<file path="config.mk">
export PLATFORM = sky130hd
export DESIGN_NAME = score_keeper
export DESIGN_NICKNAME = d
export VERILOG_FILES = /design/src/rtl/game_pkg.sv /design/src/rtl/bcd_counter8.sv /design/src/rtl/score_keeper.sv
export SDC_FILE = /design/constraint.sdc
export NUM_CORES = 1
export LEC_CHECK = 0
export ABC_AREA = 1
export BUFFER_PORTS_ARGS = -buffer_cell sky130_fd_sc_hd__buf_2
export CAP_MARGIN = 20
export CORE_MARGIN = 5
export CORE_UTILIZATION = 45
export DETAILED_ROUTE_END_ITERATION = 10
export GPL_ROUTABILITY_DRIVEN = 1
export PLACE_DENSITY = 0.67
export SLEW_MARGIN = 20
export SYNTH_ARGS = -nofsm -noshare
export SYNTH_HDL_FRONTEND = slang
export SYNTH_SLANG_ARGS = --single-unit
</file>
<file path="constraint.sdc">
create_clock -name clk -period 2.4 [get_ports clk]
set_input_delay 0.48 -clock clk [delete_from_list [all_inputs] [get_ports clk]]
set_output_delay 0.48 -clock clk [all_outputs]
set_load 0.1 [all_outputs]
</file>
<file path="src/rtl/game_pkg.sv">
// Shared definitions for the tic-tac-toe game blocks.
//   - Game-FSM state codes seen on the 'state' bus.
//   - Result codes produced by the winning checker (winning[5:3]).
//   - Enum for the last scored result and the score keeper's own FSM.
//   - Helpers: result decode and a saturating 2-digit BCD increment.
package game_pkg;

    // Game-FSM state codes
    localparam logic [2:0] S_WINNING_CHECKER = 3'b011;
    localparam logic [2:0] S_REFRESHING      = 3'b100;
    localparam logic [2:0] S_UPDATING_SCORE  = 3'b101;

    // Result codes from the winning checker
    localparam logic [2:0] RES_P2   = 3'b110;
    localparam logic [2:0] RES_P1   = 3'b111;
    localparam logic [2:0] RES_DRAW = 3'b100;
    localparam logic [2:0] RES_NONE = 3'b000;

    // Score defaults
    localparam logic [7:0] WIN_TARGET_DEFAULT = 8'h05;
    localparam logic [7:0] MAX_BCD_DEFAULT    = 8'h99;

    // Encoding matches the last_result output port directly
    typedef enum logic [1:0] {
        LR_NONE = 2'b00,
        LR_P1   = 2'b01,
        LR_P2   = 2'b10,
        LR_DRAW = 2'b11
    } last_result_e;

    typedef enum logic [1:0] {
        SK_IDLE,
        SK_CAPTURE,
        SK_INCR,
        SK_DONE
    } sk_state_e;

    // Any code not listed (including RES_NONE) scores nothing
    function automatic last_result_e decode_result(input logic [2:0] code);
        last_result_e r;
        case (code)
            RES_P1:   r = LR_P1;
            RES_P2:   r = LR_P2;
            RES_DRAW: r = LR_DRAW;
            default:  r = LR_NONE;
        endcase
        return r;
    endfunction

    // Two-digit BCD +1; holds at max_v instead of wrapping.
    // Valid BCD orders the same as binary, so a plain compare is enough.
    function automatic logic [7:0] bcd_inc(input logic [7:0] v,
                                           input logic [7:0] max_v);
        logic [7:0] r;
        if (v >= max_v)
            r = v;
        else if (v[3:0] == 4'd9)
            r = {v[7:4] + 4'd1, 4'd0};
        else
            r = {v[7:4], v[3:0] + 4'd1};
        return r;
    endfunction

endpackage

</file>
<file path="src/rtl/bcd_counter8.sv">
// Two-digit BCD counter that saturates at MAX_BCD.
// Ports:
//   clk   in   system clock
//   rst   in   synchronous, active-high reset (highest priority)
//   clr   in   zero the count on the next clock (beats inc)
//   inc   in   add one (BCD) on the next clock
//   count out  current BCD value
module bcd_counter8
    import game_pkg::*;
#(
    parameter logic [7:0] MAX_BCD = MAX_BCD_DEFAULT
) (
    input  logic       clk,
    input  logic       rst,
    input  logic       clr,
    input  logic       inc,
    output logic [7:0] count
);

    // NOTE: sequential state uses non-blocking assignments so every flop
    // samples pre-edge values, independent of block evaluation order.
    always_ff @(posedge clk) begin
        if (rst)
            count <= 8'h00;
        else if (clr)
            count <= 8'h00;
        else if (inc)
            count <= bcd_inc(count, MAX_BCD);
    end

endmodule

</file>
<file path="src/rtl/score_keeper.sv">
// Score keeper: runs once per entry of the game FSM into its score-update
// state, capturing the checker's result code, bumping the matching BCD
// counter and tracking match-over. update_done tells the game FSM it may
// move on.
// Ports:
//   clk, rst       clock, synchronous active-high reset
//   state          current game-FSM state
//   winning        checker result: [5:3] result code, [2:0] line index
//   clear_scores   single-cycle request to zero scores and match flag
//   score_p1/p2    BCD wins of player 01 / player 10
//   draws          BCD draw count
//   update_done    scoring for this game finished (held while in S_UPDATING)
//   last_result    00 none, 01 p1, 10 p2, 11 draw
//   last_line      line of the last scored win (000 for draw / none)
//   match_over     a player reached WIN_TARGET
//   match_winner   01 or 10 while match_over, else 00
module score_keeper
    import game_pkg::*;
#(
    parameter logic [2:0] S_UPDATING = S_UPDATING_SCORE,
    parameter logic [7:0] WIN_TARGET = WIN_TARGET_DEFAULT,
    parameter logic [7:0] MAX_BCD    = MAX_BCD_DEFAULT
) (
    input  logic       clk,
    input  logic       rst,
    input  logic [2:0] state,
    input  logic [5:0] winning,
    input  logic       clear_scores,
    output logic [7:0] score_p1,
    output logic [7:0] score_p2,
    output logic [7:0] draws,
    output logic       update_done,
    output logic [1:0] last_result,
    output logic [2:0] last_line,
    output logic       match_over,
    output logic [1:0] match_winner
);

    sk_state_e    fsm;
    logic [5:0]   result_q;    // winning code captured in CAPTURE
    logic         aborted;     // game FSM left S_UPDATING during CAPTURE
    last_result_e last_result_q;
    last_result_e res_kind;
    logic         in_updating;
    logic         inc_p1;
    logic         inc_p2;
    logic         inc_draw;

    assign in_updating = (state == S_UPDATING);
    assign res_kind    = decode_result(result_q[5:3]);

    // Counters only move in INCR and never once the match is decided;
    // clear_scores is applied inside the counters with priority over inc.
    assign inc_p1   = (fsm == SK_INCR) && !match_over && (res_kind == LR_P1);
    assign inc_p2   = (fsm == SK_INCR) && !match_over && (res_kind == LR_P2);
    assign inc_draw = (fsm == SK_INCR) && !match_over && (res_kind == LR_DRAW);

    bcd_counter8 #(.MAX_BCD(MAX_BCD)) u_cnt_p1 (
        .clk   (clk),
        .rst   (rst),
        .clr   (clear_scores),
        .inc   (inc_p1),
        .count (score_p1)
    );

    bcd_counter8 #(.MAX_BCD(MAX_BCD)) u_cnt_p2 (
        .clk   (clk),
        .rst   (rst),
        .clr   (clear_scores),
        .inc   (inc_p2),
        .count (score_p2)
    );

    bcd_counter8 #(.MAX_BCD(MAX_BCD)) u_cnt_draw (
        .clk   (clk),
        .rst   (rst),
        .clr   (clear_scores),
        .inc   (inc_draw),
        .count (draws)
    );

    always_ff @(posedge clk) begin
        if (rst) begin
            fsm           <= SK_IDLE;
            result_q      <= 6'b000_000;
            aborted       <= 1'b0;
            update_done   <= 1'b0;
            last_result_q <= LR_NONE;
            last_line     <= 3'b000;
            match_over    <= 1'b0;
            match_winner  <= 2'b00;
        end else begin
            case (fsm)
                SK_IDLE: begin
                    update_done <= 1'b0;
                    if (in_updating)
                        fsm <= SK_CAPTURE;
                end

                SK_CAPTURE: begin
                    result_q <= winning;
                    aborted  <= !in_updating;
                    fsm      <= SK_INCR;
                end

                SK_INCR: begin
                    last_result_q <= res_kind;
                    last_line     <= ((res_kind == LR_P1) || (res_kind == LR_P2))
                                     ? result_q[2:0] : 3'b000;
                    // Compare against the value the counter is about to take.
                    if (!match_over) begin
                        if ((res_kind == LR_P1) &&
                            (bcd_inc(score_p1, MAX_BCD) == WIN_TARGET)) begin
                            match_over   <= 1'b1;
                            match_winner <= LR_P1;
                        end else if ((res_kind == LR_P2) &&
                                     (bcd_inc(score_p2, MAX_BCD) == WIN_TARGET)) begin
                            match_over   <= 1'b1;
                            match_winner <= LR_P2;
                        end
                    end
                    // The update always completes; done is only reported if
                    // the game FSM is still waiting for it.
                    if (aborted || !in_updating) begin
                        fsm <= SK_IDLE;
                    end else begin
                        fsm         <= SK_DONE;
                        update_done <= 1'b1;
                    end
                end

                SK_DONE: begin
                    if (!in_updating) begin
                        update_done <= 1'b0;
                        fsm         <= SK_IDLE;
                    end
                end

                default: fsm <= SK_IDLE;
            endcase

            // NOTE: this sits after the case on purpose -- the last
            // non-blocking assignment to a flop wins, so a clear overrides
            // anything INCR scheduled above while leaving the FSM alone.
            if (clear_scores) begin
                last_result_q <= LR_NONE;
                last_line     <= 3'b000;
                match_over    <= 1'b0;
                match_winner  <= 2'b00;
            end
        end
    end

    assign last_result = last_result_q;

endmodule
</file>
==> Word-level counts from Yosys, hierarchy flattened <==
Cells that the tools add are included.
{ "totals": {"output_inout_bits": 33, "inputBits": 12, "ff_bits": 42} }
{ "op_classes": {"n_reduce_logical": 19, "muxes": 26, "eq_ne": 18, "magnitude_cmp": 3, "addsub": 6, "bitwise": 2} }
{ "ops": {"columns": ["cell", "count"], "rows": [
  ["8-bit 2-to-1 mux", 11],
  ["4-bit by 1-bit adder with 4-bit output (second input constant)", 6],
  ["8-bit greater-or-equal comparator (second input constant)", 3],
  ["8-bit by 3-bit equality test with 1-bit output (second input constant)", 2],
  ["3-bit equality test (second input constant)", 4],
  ["4-bit equality test (second input constant)", 3],
  ["2-bit 2-to-1 mux", 5],
  ["3-bit AND reduction", 3],
  ["2-bit equality test (second input constant)", 4],
  ["2-bit case mux with 4 select lines", 1],
  ["1-bit logical AND", 6],
  ["2-bit != test (second input constant)", 3],
  ["2-bit case mux with 3 select lines", 1],
  ["1-bit 2-to-1 mux", 5],
  ["2-bit by 1-bit equality test with 1-bit output (second input constant)", 2],
  ["4-bit 2-to-1 mux", 1],
  ["2-bit AND reduction", 2],
  ["3-bit 2-to-1 mux", 1],
  ["1-bit case mux with 3 select lines", 1],
  ["3-bit nonzero test", 1],
  ["1-bit logical NOT", 2],
  ["2-bit logical NOT", 1],
  ["1-bit logical OR", 2],
  ["1-bit inverter", 2],
  ["other kinds (2)", 2]
]} }

==> Longest topological paths before layout <==
Gate-level depths: netlist of the first run.
{ "depth": {"depth_word": 17, "ltp_mapped": 17, "depth_no_buf": 17} }

==> By module <==
Synthesis of the first run repeated with hierarchy kept, for this count alone.
{ "unflattened": {"cells_unflattened": 338, "hier_area_um2": 2359.8} }
{ "by_module_without_submodules": {"columns": ["mod", "area_per_inst_um2", "cells_each", "seq_area_each_um2", "n_inst"], "rows": [
  ["bcd_counter8", 494.2, 71, 160.2, 3],
  ["score_keeper", 877.1, 125, 360.3, 1]
]} }

==> Worst setup path before layout of the first run <==
Ideal clock, no wire load.
{ "synth_path": {"path_type": "reg-to-reg", "from": "register u_cnt_p1.count[5]", "to": "register match_winner[1]", "path_buffers": 0, "t_arrival_ns": 2.463, "synth_period_minus_slack_ns": 2.594, "stages_incl_launch_ff": 16, "setup_ns": 0.131, "required_time_ns": 2.269, "path_slack_ns": -0.194, "cell_sequence": "dfxtp_1 inv_1 ha_1 nand2_1 nor2_1 nand2_2 nand2_4 or2_0 nand2_1 nand2_1 nor2_2 nand2_2 nand2_4 nand2_1 nand2_1 a21oi_2"} }
{ "synth_between": {"elab_chain_cells": 10, "elab_cells_between_ends": 12} }
{ "synth_lines": {"columns": ["item", "line_no", "rtl"], "rows": [
  ["start: declaration", "bcd_counter8.sv:17", "output logic [7:0] count"],
  ["start signal: assignment", "bcd_counter8.sv:28", "count <= bcd_inc(count, MAX_BCD);"],
  ["4-bit by 1-bit adder with 4-bit output", "game_pkg.sv:58", "r = {v[7:4] + 4'd1, 4'd0};"],
  ["8-bit 2-to-1 mux", "game_pkg.sv:57", "else if (v[3:0] == 4'd9)"],
  ["8-bit 2-to-1 mux (*)", "game_pkg.sv:55", "if (v >= max_v)"],
  ["8-bit 2-to-1 mux (*)", "score_keeper.sv:111", "if (!match_over) begin"],
  ["8-bit 2-to-1 mux (*)", "score_keeper.sv:93", "case (fsm)"],
  ["8-bit 2-to-1 mux (*)", "score_keeper.sv:83", "if (rst) begin"],
  ["8-bit by 3-bit equality test with 1-bit output (*)", "score_keeper.sv:113", "(bcd_inc(score_p1, MAX_BCD) == WIN_TARGET)) begin"],
  ["1-bit logical AND (*)", "score_keeper.sv:112", "if ((res_kind == LR_P1) &&"],
  ["2-bit nonzero test (no line)", null, null],
  ["3-bit AND reduction (no line)", null, null],
  ["end signal: assignment", "score_keeper.sv:115", "match_winner <= LR_P1;"],
  ["end signal: assignment", "score_keeper.sv:119", "match_winner <= LR_P2;"],
  ["end signal: assignment", "score_keeper.sv:149", "match_winner <= 2'b00;"],
  ["end: declaration", "score_keeper.sv:36", "output logic [1:0] match_winner"]
]} }
Every way passes the cells marked *; elsewhere a longest branch is shown, timed or not. The select of a mux whose other input is x is not followed.
A chain may end at the register's enable or synchronous reset.

==> Final worst setup path of the first run <==
{ "layout_path": {"from": "register u_cnt_p2.count[5]", "to": "register match_winner[1]"} }
{ "layout_between": {"elab_chain_cells": 11, "elab_cells_between_ends": 12} }
{ "layout_lines": {"columns": ["item", "line_no", "rtl"], "rows": [
  ["start: declaration", "bcd_counter8.sv:17", null],
  ["start signal: assignment", "bcd_counter8.sv:28", null],
  ["4-bit by 1-bit adder with 4-bit output", "game_pkg.sv:58", null],
  ["8-bit 2-to-1 mux", "game_pkg.sv:57", null],
  ["8-bit 2-to-1 mux (*)", "game_pkg.sv:55", null],
  ["8-bit 2-to-1 mux (*)", "score_keeper.sv:112", null],
  ["8-bit 2-to-1 mux (*)", "score_keeper.sv:111", null],
  ["8-bit 2-to-1 mux (*)", "score_keeper.sv:93", null],
  ["8-bit 2-to-1 mux (*)", "score_keeper.sv:83", null],
  ["8-bit by 3-bit equality test with 1-bit output (*)", "score_keeper.sv:117", "(bcd_inc(score_p2, MAX_BCD) == WIN_TARGET)) begin"],
  ["1-bit logical AND (*)", "score_keeper.sv:116", "end else if ((res_kind == LR_P2) &&"],
  ["2-bit nonzero test (no line) (*)", null, null],
  ["3-bit AND reduction (no line) (*)", null, null]
]} }
Marks and branches as above.

==> qor.txt, run 1 <==
Worst R2R Start: u_cnt_p2.count[5]
Area share of the largest cell type after synthesis: 35.1%
IO buf count: 44
All-Layer GR Usage: 16.9%
Critical Path RT: 2560 ps
Fmax: 0.503 GHz
Worst slew pin tran: 572 ps
CP arrival: 2150 ps
Ports: 45
CP Capture Type: flip-flop
Syn_area_per_cell: 6.54 um2
Post-CTS sizing: 0
Clk pin slew, worst setup/hold paths: 80 ps
1st-iter DRT viols: 132
Final slew viol count: 0
Area Growth Syn to Fin: 18.6%
LEAKAGE: 1.42 nW
Grt peak-use layer: met2
HP Class: primary input to flip-flop
Syn Inst Count: 367
Mapped Area: 0.00240 mm2
Largest net degree at the start of global routing: 18
Max-slew headroom: 61.8%
Total CTS buffers: 5
Peak VDD IR: 0.345 mV
Post-Route WL: 5.46 mm
Total gr overflow: 0
Worst-Skew Late Latency: 300 ps
FF/Latch Area: 847 um2
Warnings from Yosys: 0
Post-synthesis sequential area ratio: 35.1%
Max Cap Viol: 0
Number of post-CTS setup repair buffers: 0
Row cnt: 26
Antenna violations before repair: 0
Die Ht: 83.0 um
RSZ-0062 raised after global routing: no
Setup CP Type: flip-flop to flip-flop
Yosys reg bits: 42
Leading area contributor after synthesis: dfxtp_1
Worst-path maximum fanout: 7
Vias in the first global route: 2209
Hold Fails Final Rpt: 0
Antenna cells: 0
Starting Density: 46.7%
CTS tree: built
Post-route ant nets: 0
Tmin final: 1990 ps
# DRC: 0
Power Dens Cells: 501 mW/mm2
DP Wirelength: 4.12 mm
Initial DRT Pass Iterations: 7
Core ar.: 0.00514 mm2
Clock Tree Root: clkbuf_8
First-pass GRT wire length: 9.98 mm
Die Area: 0.00689 mm2
Final setup TNS: 0 ps
Netlist cell types: 35
Top cells by area, synth: dfxtp_1, nand2_1, inv_1
Area occupied by multi-input gates: 0.00129 mm2
WL per Instance: 11.2 um
Setup violations, final: 0
Met1 usage: 22.0%
Fill count: 559
Final Skew: 8.97 ps
Grt met3 use: 4.06%
H-tree depth: 2
GR met2 Demand/Resource: 27.6%
CTS max path bufs: 2
Die width: 83.0 um
CTS Sinks: 42
Post-Synthesis Net Count: 388
Startpoint Class: flip-flop
Non-filler cells, final: 487
CP Launch Point: u_cnt_p2.count[5]
Gpl congestion: 0.858
Final worst-path cycle share: 82.9%
# hold bufs at CTS: 0
Hold path start: rst
Status: finished clean
Final net count: 437
DR vias: 2379
Placed Instances: 479
Vias/cell: 4.89
Share of layout cells above drive strength 1: 18.7%
==> cells in the mapped netlist <==
library cell  instances
nand3_2               1
ha_1                  9
a2111oi_0             1
clkinv_1              1
nand4_1               3
a21oi_2               1
inv_2                 3
a21o_1                1
buf_6                 1
nor2_1               36
a31oi_1               3
o21ai_4               1
inv_1                60
nor3_1                6
buf_2                 1
a21boi_2              1
dfxtp_1              42
o211ai_1              7
nand2_2               3
a211oi_1              1
or2_0                 1
o21bai_1              1
nor2_2                4
clkbuf_1              3
o31ai_1               1
nor2_4                1
nor3b_1               1
o221a_2               1
xor2_1                1
o22ai_1               1
nand2_4               2
nand2_1              97
a21oi_1              26
o21ai_0              23
nand3_1              22
==> per-layer routing <==
metal  vias to the layer above  routed length, um
met1                      1037               2560
met4                         0                 54
met5                         -                  0
met2                        67               2490
met3                         6                352
li1                       1269                  -
==> cell families after synthesis <==
logic type	Yosys count	synth area share, %
and+or+nand+nor	177	31.7
DFF	42	35.1
AOI/OAI and AO/OA	69	17.1
adders and majority gates	9	4.69
xor gates and xnor gates	1	0.365
buffers and inverters	69	11.2
==> worst max-delay path, cell delays in order, from the launching register on <==
cell	delay [ps]
dfxtp_2	360
inv_1	80
ha_1	150
nand2_1	50
nor2_1	170
nand2_2	130
nand2_1	160
nand2_1	60
nand2_1	100
nand2_1	60
nor2_1	140
nand3_1	130
nand2_4	90
nand2_1	50
nand2_1	70
a21oi_2	50
==> final cells by class <==
| type | instances | area share (%) |
|---|---|---|
| clock buffer | 5 | 2.42 |
| inverter | 64 | 8.44 |
| clock inverter | 3 | 2.42 |
| tap | 70 | 3.08 |
| timing repair buffer | 47 | 8.53 |
| multi-input combinational | 256 | 45.3 |
| sequential | 42 | 29.8 |
==> worst paths after layout <==
path | cells after the start | endpoint | slack [ps]
setup / recovery | 15 | match_winner[1] | 410
hold / removal | 2 | fsm[1] | 380
setup reg to reg | 15 | match_winner[1] | 410
hold reg to reg | 2 | last_line[1] | 470
==> sequential cells by signal, summed over array words and instances, names as in the netlist <==
signal            flops
aborted               1
match_over            1
fsm                   2
u_cnt_p1.count        8
last_result           2
u_cnt_p2.count        8
update_done           1
u_cnt_draw.count      8
last_line             3
result_q              6
match_winner          2
==> stage by stage <==
step                hold slack, ps  setup WS (ps)  area, um2  power (W)  utilization [%]
finish                         382            411       2850    0.00143             55.4
global route                   386            161       2850    0.00149             55.4
CTS                            367            398       2850    0.00145             55.4
detailed placement             458            424       2710   0.000769             52.7
global placement               457            435       2710   0.000769             52.7
floorplan                      444           4.46       2400   0.000749                -
==> cell usage in the layout (no fill, tap or decap), types with 2 or more instances in the layout <==
cell,netlist,layout
o21ai_0,23,23
inv_1,60,60
clkbuf_8,0,5
bufinv_16,0,2
ha_1,9,9
nor3_1,6,6
nand2_2,3,3
dfxtp_1,42,37
buf_2,1,44
a31oi_1,3,3
o211ai_1,7,7
nand4_1,3,3
dfxtp_2,0,5
nand2_4,2,2
nand3_1,22,22
nor2_1,36,36
buf_4,0,3
nor2_2,4,4
a21oi_1,26,26
inv_2,3,3
nand2_1,97,97
==> where the power goes <==
group	leakage (nW)	switching (W)	internal, W	total, W
Clock	0.0683	0.000256	0.000417	0.000673
Combinational	1.01	0.0000317	0.0000161	0.0000478
Sequential	0.341	0.00000317	0.000701	0.000705
Total	1.42	0.000291	0.00113	0.00143
No activity file was read; power rests on OpenSTA's default activity.
==> run 2: changes to the inputs <==
--- a/config.mk
+++ b/config.mk
@@ -12,7 +12,7 @@
 export CORE_UTILIZATION = 45
 export DETAILED_ROUTE_END_ITERATION = 10
 export GPL_ROUTABILITY_DRIVEN = 1
-export PLACE_DENSITY = 0.67
+export PLACE_DENSITY = 0.69
 export SLEW_MARGIN = 20
 export SYNTH_ARGS = -nofsm -noshare
 export SYNTH_HDL_FRONTEND = slang
==> constraint.sdc (replaced) <==
create_clock -name clk -period 1.66 [get_ports clk]
set_input_delay 0.332 -clock clk [delete_from_list [all_inputs] [get_ports clk]]
set_output_delay 0.332 -clock clk [all_outputs]
set_load 0.1 [all_outputs]
==> qor.txt, run 2 (same netlist as run 1, synthesis figures left out) <==
Row cnt: 26 (unchanged)
Total CTS buffers: 5 (unchanged)
Core ar.: 0.00514 mm2 (unchanged)
Worst slew pin tran: 622 ps (+50.3 ps)
RSZ-0062 raised after global routing: yes
HP Class: primary input to flip-flop
Power Dens Cells: 532 mW/mm2 (+6.1%)
Grt peak-use layer: met2
Flop pwr share: 55.2% (+5.8 points)
RR Endpoint: match_winner[1]
Setup CP Type: flip-flop to flip-flop
Met1 usage: 21.6% (-0.37 points)
CTS max path bufs: 2 (unchanged)
Fmax: 0.560 GHz (+11%)
Post-route ant nets: 0 (unchanged)
Post-Route WL: 6.14 mm (+12%)
Hold Fails Final Rpt: 0 (unchanged)
# DRC: 0 (unchanged)
Comb pwr share: 4.4% (+1.0 points)
Max Cap Viol: 0 (unchanged)
Clk pin slew, worst setup/hold paths: 100 ps (+20 ps)
Share of layout cells above drive strength 1: 39.5% (+21 points)
Final Core Density: 65.6% (+10 points)
Ports: 45 (unchanged)
CP Launch Point: u_cnt_p1.count[5]
Failing checks: negative setup slack
Final worst-path cycle share: 108% (+25 points)
1st-iter DRT viols: 122 (-7.6%)
Die Ht: 83.0 um (unchanged)
Worst-path maximum fanout: 4 (-3)
R2R cell count: 16 (+1)
Gpl congestion: 0.852 (-0.69%)
Final setup TNS: -280 ps (-280 ps)
Total gr overflow: 0 (unchanged)
Fill count: 505 (-9.7%)
DR vias: 2603 (+9.4%)
H-tree depth: 2 (unchanged)
Vias/cell: 4.88 (about the same)
Setup violations, final: 3 (+3)
Antenna cells: 0 (unchanged)
IO buf count: 44 (unchanged)
Critical Path RT: 1830 ps (-730 ps)
Hold path start: rst
Non-filler cells, final: 533 (+9.4%)
Clock power share: 40.4% (-6.8 points)
LEAKAGE: 1.67 nW (+17%)
Max-slew headroom: 58.5% (-3.4 points)
Largest net degree at the start of global routing: 17 (-1)
CTS tree: built
Sw power: 0.000465 W (+60%)
CP arrival: 1960 ps (-190 ps)
Final net count: 483 (+11%)
Vias in the first global route: 2460 (+11%)
Design area: 0.00337 mm2 (+19%)
First-pass GRT wire length: 10.5 mm (+5.3%)
Area Growth Syn to Fin: 40.6%
Commonest cells after routing, fill and taps aside: nand2_1, inv_1, buf_4, buf_2, nor2_1
Die Area: 0.00689 mm2 (unchanged)
Final slew viol count: 0 (unchanged)
Die width: 83.0 um (unchanged)
WL per Instance: 11.5 um (+2.8%)
Worst R2R Start: u_cnt_p1.count[5]
DP Wirelength: 4.55 mm (+11%)
Placed Area: 0.00313 mm2 (+16%)
Starting Density: 46.7% (unchanged)
Status: complete, but fails checks
GR met2 Demand/Resource: 30.8% (+3.2 points)
Final worst slack: -125 ps (-536 ps)
Grt met3 use: 3.96% (-0.099 points)
Internal power: 0.00133 W (+17%)
CP Capture Type: flip-flop
Startpoint Class: flip-flop
All-Layer GR Usage: 17.8% (+0.86 points)
Sw frac: 25.9% (+5.5 points)
Tmin final: 1790 ps (-204 ps)
Peak VDD IR: 0.373 mV (+8.3%)
Pre-CTS WS: -138 ps (-562 ps)
Initial DRT Pass Iterations: 4 (-3)
Antenna violations before repair: 0 (unchanged)
WHS Endpoint: fsm[1]
Worst-Skew Late Latency: 310 ps (about the same)
Most common cell after layout, fill and taps aside: nand2_1
R2R setup slack: -130 ps (-540 ps)
Regs by FF count: u_cnt_draw.count: 8 flops, u_cnt_p1.count: 8 flops, u_cnt_p2.count: 8 flops
# hold bufs at CTS: 0 (unchanged)
CTS Sinks: 42 (unchanged)
Clock Tree Root: clkbuf_8
Worst hold path depth: 2 (unchanged)
Final Skew: 9.35 ps (+0.386 ps)
Placed Instances: 521 (+8.8%)
-- run 2: changes by cell type in the layout (fill, tap and decap cells not counted), sizes merged --
cell | before | now
buf | 47 | 92
bufinv | 2 | 0
inv | 63 | 65
nand2 | 102 | 103
-- run 2: layout make-up --
class	instances	area [um2]	share of cell area, %
clock buffer	5	68.8	2.04
timing repair buffer	92	588	17.4
sequential	42	922	27.3
tap	70	87.6	2.60
clock inverter	3	28.8	0.853
multi-input combinational	257	1430	42.5
inverter	64	245	7.27
-- run 2: metrics by stage --
step | hold WS, ps | total power, W
floorplan | 404 | 0.00105
global placement | 454 | 0.00109
detailed placement | 460 | 0.00109
CTS | 210 | 0.00181
global route | 212 | 0.00187
finish | 208 | 0.00179
-- run 2: timing repair --
item                                    in CTS  in global routing
setup buffers                                0                  3
endpoints found under the setup margin       7                 25
pin swaps                                    7                 18
cloned                                       0                  1
resized for setup                            5                 35
-- run 2: worst max-delay path, cell delays in order, from the launching register on --
cell and delay [ps]:
dfxtp_4 370, inv_4 60, ha_4 110, nand2_2 50, nor2_2 90, nand2_2 100
buf_4 150, nand3_1 80, nand3_1 110, nor2_1 110, nand2_1 50, inv_1 60
nand2_2 70, nand2_4 80, nand2_1 50, nand2_1 70, a21oi_2 50
-- run 2: worst max-delay path by stage --
stage	to	slack (ps)
after floorplan	match_winner[1]	-240
after global placement	match_winner[1]	-90
after detailed placement	match_winner[1]	-140
after CTS	match_winner[1]	-100
after global routing	match_winner[0]	-260
final	match_winner[1]	-130
-- run 2: routing by layer --
layer,vias up,part of all wire (%)
li1,1368,-
met1,1176,45
met2,53,49
met3,6,4.3
met4,0,0.99
met5,-,0
-- run 2: power by group through the flow --
stage | Clock [W] | Sequential, W | Combinational, W
floorplan | 0 | 0.00102 | 0.0000368
global placement | 0 | 0.00101 | 0.0000752
detailed placement | 0 | 0.00101 | 0.0000767
CTS | 0.000746 | 0.000989 | 0.0000769
global route | 0.000792 | 0.000992 | 0.0000888
finish | 0.000724 | 0.000990 | 0.0000794
